--- src/rtl/sap_programmer.sv ---
// sap_programmer
//
// Program loader placed upstream of the SAP-1 control block and the RAM/bus
// path. It gathers a DEPTH-byte program from the ui_in pins under an
// asynchronous byte strobe while holding the CPU in reset. It then releases
// the CPU with programming still high and hands one buffered byte to the bus
// each time the control block asks for it, advancing on every done_load. After
// the last write it drops programming so the CPU starts fetching from
// address 0, which the 4-bit PC has wrapped back to.
//
// Ports
//   clk          in   system clock, rising edge
//   reset        in   synchronous, active-high
//   ui_in        in   program byte from the pins (stable from strobe rise to byte_ack)
//   byte_strobe  in   asynchronous strobe, rising edge = new byte on ui_in
//   reprogram    in   single-cycle reload request, acted on only in RUN
//   read_ui_in   in   control block T3 of a programming cycle
//   done_load    in   control block T4 of a programming cycle (RAM write)
//   programming  out  to the control block programming input
//   cpu_reset    out  active-high CPU hold (inverted onto resetn at top level)
//   bus_out      out  buffered byte toward the bus
//   bus_oe       out  bus drive enable
//   byte_ack     out  one-cycle pulse per captured byte
//   prog_done    out  high while in RUN
//   byte_count   out  bytes captured (COLLECT) / written (REPLAY), DEPTH in RUN
module sap_programmer #(
  parameter int DEPTH  = 16,
  parameter int IDX_W  = 4,
  parameter int DATA_W = 8
) (
  input  logic              clk,
  input  logic              reset,
  input  logic [DATA_W-1:0] ui_in,
  input  logic              byte_strobe,
  input  logic              reprogram,
  input  logic              read_ui_in,
  input  logic              done_load,
  output logic              programming,
  output logic              cpu_reset,
  output logic [DATA_W-1:0] bus_out,
  output logic              bus_oe,
  output logic              byte_ack,
  output logic              prog_done,
  output logic [IDX_W:0]    byte_count
);

  localparam logic [IDX_W:0] LAST_IDX  = (IDX_W+1)'(DEPTH - 1);
  localparam logic [IDX_W:0] DEPTH_CNT = (IDX_W+1)'(DEPTH);

  typedef enum logic [1:0] {
    S_COLLECT = 2'd0,
    S_REPLAY  = 2'd1,
    S_RUN     = 2'd2
  } state_t;

  state_t            state;
  logic [IDX_W:0]    idx;
  logic [DATA_W-1:0] prog_buf [DEPTH];

  logic strobe_p0;
  logic strobe_p1;
  logic strobe_p2;
  logic strobe_edge;
  logic cap_en;

  // Stage p0/p1: two-flop synchronizer for the asynchronous strobe.
  // Stage p2: delayed copy for rising-edge detection.
  always_ff @(posedge clk) begin
    if (reset) begin
      strobe_p0 <= 1'b0;
      strobe_p1 <= 1'b0;
      strobe_p2 <= 1'b0;
    end else begin
      strobe_p0 <= byte_strobe;
      strobe_p1 <= strobe_p0;
      strobe_p2 <= strobe_p1;
    end
  end

  // One cycle per strobe rise; a strobe held high yields a single edge.
  assign strobe_edge = strobe_p1 & ~strobe_p2;

  // A reset in the same cycle as an edge suppresses the capture.
  assign cap_en = ~reset & strobe_edge & (state == S_COLLECT);

  // Program buffer: data only, no reset.
  always_ff @(posedge clk) begin
    if (cap_en) begin
      prog_buf[idx[IDX_W-1:0]] <= ui_in;
    end
  end

  // Control FSM with registered outputs.
  always_ff @(posedge clk) begin
    if (reset) begin
      state       <= S_COLLECT;
      idx         <= '0;
      cpu_reset   <= 1'b1;
      programming <= 1'b1;
      byte_ack    <= 1'b0;
      prog_done   <= 1'b0;
    end else begin
      byte_ack <= 1'b0;
      case (state)
        S_COLLECT: begin
          // cpu_reset is still held here on the final capture, so it falls
          // one cycle after the last byte_ack, from the REPLAY branch.
          cpu_reset   <= 1'b1;
          programming <= 1'b1;
          prog_done   <= 1'b0;
          if (strobe_edge) begin
            byte_ack <= 1'b1;
            if (idx == LAST_IDX) begin
              state <= S_REPLAY;
              idx   <= '0;
            end else begin
              idx <= idx + 1'b1;
            end
          end
        end
        S_REPLAY: begin
          cpu_reset   <= 1'b0;
          programming <= 1'b1;
          prog_done   <= 1'b0;
          if (done_load) begin
            idx <= idx + 1'b1;
            if (idx == LAST_IDX) begin
              state       <= S_RUN;
              programming <= 1'b0;
              prog_done   <= 1'b1;
            end
          end
        end
        S_RUN: begin
          cpu_reset   <= 1'b0;
          programming <= 1'b0;
          prog_done   <= 1'b1;
          if (reprogram) begin
            state       <= S_COLLECT;
            idx         <= '0;
            cpu_reset   <= 1'b1;
            programming <= 1'b1;
            prog_done   <= 1'b0;
          end
        end
        default: begin
          state       <= S_COLLECT;
          idx         <= '0;
          cpu_reset   <= 1'b1;
          programming <= 1'b1;
          prog_done   <= 1'b0;
        end
      endcase
    end
  end

  // Bus path: idx only moves on the T4 edge, so bus_out is steady across T3.
  assign bus_out = prog_buf[idx[IDX_W-1:0]];
  assign bus_oe  = (state == S_REPLAY) & read_ui_in;

  always_comb begin
    byte_count = idx;
    if (state == S_RUN) begin
      byte_count = DEPTH_CNT;
    end
  end

endmodule

--- config.mk ---
export PLATFORM = sky130hd
export DESIGN_NAME = sap_programmer
export DESIGN_NICKNAME = d
export VERILOG_FILES = /design/src/rtl/sap_programmer.sv
export SDC_FILE = /design/constraint.sdc
export NUM_CORES = 1
export LEC_CHECK = 0
export ABC_AREA = 1
export BUFFER_PORTS_ARGS = -buffer_cell sky130_fd_sc_hd__buf_2
export CORE_MARGIN = 2
export CORE_UTILIZATION = 36
export DETAILED_ROUTE_END_ITERATION = 7
export GPL_ROUTABILITY_DRIVEN = 0
export SLEW_MARGIN = 30
export SYNTH_ARGS = -nofsm -noshare
export SYNTH_HDL_FRONTEND = slang
export SYNTH_SLANG_ARGS = --single-unit
--- constraint.sdc ---
create_clock -name clk -period 2.35 [get_ports clk]
set_input_delay 0.3525 -clock clk [delete_from_list [all_inputs] [get_ports clk]]
set_output_delay 0.3525 -clock clk [all_outputs]
set_load 0.1 [all_outputs]
==> impl_metrics.toml, run 1 <==
[sta]
skew_ns = 0.00764
fin_crit_sh = 0.963
worstMarginPinSlew_ns = 0.650
slew_violations = 0
fmax_ghz = 0.442
max_slew_margin = 0.566
hold_violations = 0
setup-tns-final_ns = 0
rsz0062_at_grt = "false"
setup-violations-final = 0
min_period_ns = 2.26

[cells_and_area]
fillers = 1629
post-route-util = 0.442
finalInstanceArea_um2 = 7580
stdcell_count = 909
area_delta_synth_final_pct = 20.5
drive_gt1_frac = 0.142
antenna_cells = 0
nets = 695

[synthesis]
synthSimpleGateAreaFrac = 0.232
synth-seq-cells = 146
synthDistinctLibCells = 24
synth_fa_ha_area_frac = 0.0199
synth_cells = 618
synth_mux_area_frac = 0
syn_area_um2 = 6290
syn_nets = 642
synth_warnings = 0
syn_avg_cell_area_um2 = 10.2
synth_top_family_by_area = "simple AND/OR/NAND/NOR gates"
yosysSeqAreaShare = 0.668
synthXorXnorAreaFrac = 0
synth_compound_area_frac = 0.0157

[critical_path]
start_kind = "flip-flop"
critPathCaptureType = "primary output"
crit_required_ns = 2.00
crit_type = "reg2out"
path_max_fanout = 16
cp.arrival_ns = 1.91

[clock_tree]
numCtsBuffers = 17
insertion_delay_ns = 0.42
tritoncts = "done"
cts-root-buf = "clkbuf_16"
cts_sinks = 146
cts_buffer_depth = 2
post_cts_buffers = 0
htree_levels = 4
path_clk_slew_ns = 0.06

[die]
rows = 48
start_util = 0.366
fp.dieH_um = 136
die-area_um2 = 18600
core_um2 = 17200
dieWidth_um = 136
ioPinCount = 32

[global_routing]
grt_pass1_vias = 4243
grt_pass1_wl_um = 23200
grt-ovfl-total = 0
grtUsageTotal = 0.169
antenna_found_initial = 0
grt_max_degree = 65

[detailed_routing]
num_vias = 4372
post-route-drc-count = 0
viasPerCell = 4.81
drt_iter0_markers = 449
wl_per_cell_um = 16.7
drt-total-wl_um = 15200
drt-pass1-iter-count = 7
ant_nets = 0

[power_and_ir_drop]
max-vdd-ir-drop_uv = 456
p_leak_nw = 3.11
cellPowerDensity_nw_per_um2 = 801

[placed_design]
port_buffers = 31
placed_area_um2 = 6880
place_hpwl_um = 9200
dp.cells = 874

[hold_path]
hold_class = "in2reg"

[status]
status = "completed"

[job]
maxCapViolations = 0
synth_stat cells (all sizes together):
master / number / area share
nand2: 229 / 0.14
edfxtp: 128 / 0.61
nand3: 70 / 0.057
inv: 61 / 0.036
nor2: 50 / 0.030
buf: 22 / 0.025
dfxtp: 18 / 0.057
o21ai: 13 / 0.011
ha: 10 / 0.020
a21oi: 6 / 0.0048
nand4: 4 / 0.0040
nor3: 3 / 0.0024
clkbuf: 2 / 0.0028
or2: 2 / 0.0020
per-stage QoR:
step / setup slack (ns) / total power, mW / hold WS, ns
floorplan: 0.0666 / 3.15 / 0.388
global placement: 0.534 / 3.29 / 0.396
detailed placement: 0.497 / 3.30 / 0.417
CTS: 0.0400 / 6.08 / 0.125
global route: 0.0158 / 6.24 / 0.138
finish: 0.0867 / 6.07 / 0.133
cell families after synthesis:
| logic type | Yosys count |
|---|---|
| adders and majority gates | 10 |
| and+or+nand+nor | 358 |
| buffers and inverters | 85 |
| DFF | 146 |
| AOI/OAI and AO/OA | 19 |
layout make-up:
class	count	area [um2]	share of cell area
tap	225	282	0.0371
clock inverter	14	188	0.0247
timing repair buffer	58	559	0.0738
sequential	146	4210	0.555
multi-input combinational	387	1690	0.222
inverter	61	231	0.0305
clock buffer	18	429	0.0566
final timing paths:
check / start / end / slack [ns] / cells after the start
worst max-delay path: flip-flop / bus_out[3] / 0.09 / 5
worst max register to register: state[0] / prog_buf[9][5] / 0.48 / 7
worst min-delay path: byte_strobe / strobe_p0 / 0.13 / 3
worst min register to register: strobe_p0 / strobe_p1 / 0.42 / 2
placed cells by master (no fill, tap or decap), drive strengths merged, types with 5 or more instances in the layout:
master	synthesis	routed
nand2	229	229
edfxtp	128	128
nand3	70	70
inv	61	62
buf	22	55
nor2	50	50
clkbuf	2	21
dfxtp	18	18
o21ai	13	13
ha	10	10
a21oi	6	6
clkinvlp	0	5
repair_timing:
| action | in CTS | in global routing |
|---|---|---|
| hold buffers | 0 | 0 |
| gates resized for setup | 0 | 3 |
| setup endpoints to repair | 0 | 8 |
critical path: stages, from the launching register on:
cell and delay [ns]:
dfxtp_1 0.32, inv_1 0.48, nand3_1 0.20, nand3_1 0.17
nand2_1 0.12, buf_12 0.19
per-layer routing:
metal	vias to the layer above	share of wire	track usage
met5	-	0	0
met4	0	0.025	0.0671
met3	24	0.069	0.0436
met2	157	0.47	0.268
met1	2058	0.44	0.223
li1	2133	-	-
report_power, final:
group	switching (mW)	leakage, nW	internal (mW)
Clock	1.04	0.284	1.77
Combinational	0.304	1.53	0.126
Sequential	0.00807	1.30	2.83
Total	1.35	3.11	4.72
state kept, by name (all words and copies together) (netlist names), named ones only:
| name | count |
|---|---|
| byte_ack | 1 |
| cpu_reset | 1 |
| idx | 5 |
| prog_buf | 128 |
| prog_done | 1 |
| programming | 1 |
| state | 2 |
| strobe_p0 | 1 |
| strobe_p1 | 1 |
| strobe_p2 | 1 |
(Power assumes the default switching activity.)
==> run 2: changes to the inputs <==
Settings changed: CORE_MARGIN 2 to 5.
==> run 2 against run 1 <==
Against the previous run: sequential share of layout area grew 0.32 points; utilization shrank 0.43 points; register-to-register slack lost 0.05 ns; worst hold slack gained 0.0022 ns; fmax grew 1.2%; total power shrank 1.1%; cell count is the same; routed wire length shrank 4.3%; sequential cell count is the same; count of clock-buffer cells in the layout is the same; die area grew 9.0%.
==> impl_metrics.toml, run 2 (same netlist as run 1, synthesis figures left out) <==
[detailed_routing]
post-route-drc-count = 0
drt-total-wl_um = 14600
viasPerCell = 4.79
drt_iter0_markers = 316
drt-pass1-iter-count = 5
ant_nets = 0
num_vias = 4356
wl_per_cell_um = 16.0

[global_routing]
grtUsageTotal = 0.150
antenna_found_initial = 0
grt_max_degree = 43
grt_pass1_vias = 4212
grt-ovfl-total = 0
grt_pass1_wl_um = 22900

[critical_path]
cp.arrival_ns = 1.88
critPathCaptureType = "primary output"
path_max_fanout = 21
crit_type = "reg2out"
crit_required_ns = 2.00
start_kind = "flip-flop"

[clock_tree]
path_clk_slew_ns = 0.06
cts-root-buf = "clkbuf_16"
numCtsBuffers = 17
insertion_delay_ns = 0.43
cts_sinks = 146
cts_buffer_depth = 2
htree_levels = 4
tritoncts = "done"
post_cts_buffers = 0

[die]
fp.dieH_um = 142
start_util = 0.365
die-area_um2 = 20200
dieWidth_um = 142
core_um2 = 17200
ioPinCount = 32
rows = 48

[cells_and_area]
regArea_um2 = 4210
finalInstanceArea_um2 = 7540
nets = 695
fillers = 1594
antenna_cells = 0
multi_input_area_um2 = 1690
drive_gt1_frac = 0.143
post-route-util = 0.437
final_cell_mix = "228 x nand2_1, 128 x edfxtp_1, 68 x nand3_1"
final_common_cell = "nand2_1"
area_delta_synth_final_pct = 19.8
largest_reg_flops = 128

[power_and_ir_drop]
max-vdd-ir-drop_uv = 540
pwr-share-seq = 0.472
p_int_mw = 4.63
p_sw_frac = 0.228
p_clk_frac = 0.458
cellPowerDensity_nw_per_um2 = 797
switchingPower_mw = 1.37
p_leak_nw = 3.11
pwr-share-comb = 0.070

[sta]
setup-violations-final = 0
holdWs_ns = 0.136
worstMarginPinSlew_ns = 0.613
min_period_ns = 2.24
fmax_ghz = 0.447
rsz0062_at_grt = "true"
slew_violations = 0
skew_ns = 0.00960
max_slew_margin = 0.591
fin_crit_sh = 0.951
setup-tns-final_ns = 0
hold_violations = 0

[placed_design]
port_buffers = 31
place_hpwl_um = 9490
placed_area_um2 = 6890

[status]
status = "completed"

[hold_path]
hold_class = "in2reg"

[job]
maxCapViolations = 0
[run 2: cell count changes in the layout (fill, tap and decap cells not counted)]
cell	delta
dfxtp_4	-1
clkinv_1	-1
buf_4	+1
buf_6	+1
inv_4	-1
clkbuf_16	-2
clkinvlp_4	-4
inv_6	+4
dfxtp_2	+1
inv_2	+1
bufinv_16	-1
clkinv_4	+2
[run 2: per-stage QoR]
| stage | power [mW] | setup WS [ns] | instances |
|---|---|---|---|
| 2_1_floorplan | 3.15 | 0.0666 | 618 |
| 3_3_place_gp | 3.30 | 0.554 | 876 |
| 3_5_place_dp | 3.30 | 0.466 | 876 |
| 4_1_cts | 6.05 | 0.0840 | 908 |
| 5_1_grt | 6.21 | -0.0210 | 909 |
| 6_report | 6.00 | 0.115 | 909 |
[run 2: layout make-up]
cell class,instances,area share
clock buffers,18,0.0569
clock inverters,14,0.0234
inverters,61,0.0304
multi-input cells,387,0.224
flip-flops and latches,146,0.558
well taps,225,0.0374
repair buffers,58,0.0701
[run 2: worst paths after layout]
kind         depth (start not counted)        start  slack (ns)             end
min                                  3  byte_strobe        0.14       strobe_p0
max                                  9    flip-flop        0.11      bus_out[5]
min reg2reg                          2    strobe_p0        0.41       strobe_p1
max reg2reg                          5     state[0]        0.43  prog_buf[7][7]
[run 2: repair_timing]
action | in CTS | in global routing
hold buffers | 0 | 0
hold endpoints to repair | 0 | 0
endpoints found under the setup margin | 0 | 6
resized for setup | 0 | 5
[run 2: power groups by stage]
| stage | Sequential (mW) | Combinational [mW] | Clock, mW |
|---|---|---|---|
| global route | 2.84 | 0.451 | 2.92 |
| detailed placement | 2.89 | 0.410 | 0 |
| finish | 2.84 | 0.418 | 2.75 |
| CTS | 2.83 | 0.411 | 2.80 |
| floorplan | 2.89 | 0.259 | 0 |
| global placement | 2.89 | 0.406 | 0 |
[run 2: per-layer routing]
| metal | global-route usage | part of all wire |
|---|---|---|
| met2 | 0.227 | 0.46 |
| met4 | 0.0581 | 0.017 |
| met3 | 0.0380 | 0.062 |
| met1 | 0.207 | 0.46 |
| met5 | 0 | 0 |
[run 2: worst max-delay path, cell delays in order, from the launching register on]
cell and delay (ns):
dfxtp_2 0.36, inv_2 0.15, buf_12 0.19, nand2_1 0.07, nand2_1 0.06, nand2_1 0.05, nand3_1 0.08, nand3_1 0.14
nand2_1 0.17, buf_12 0.19
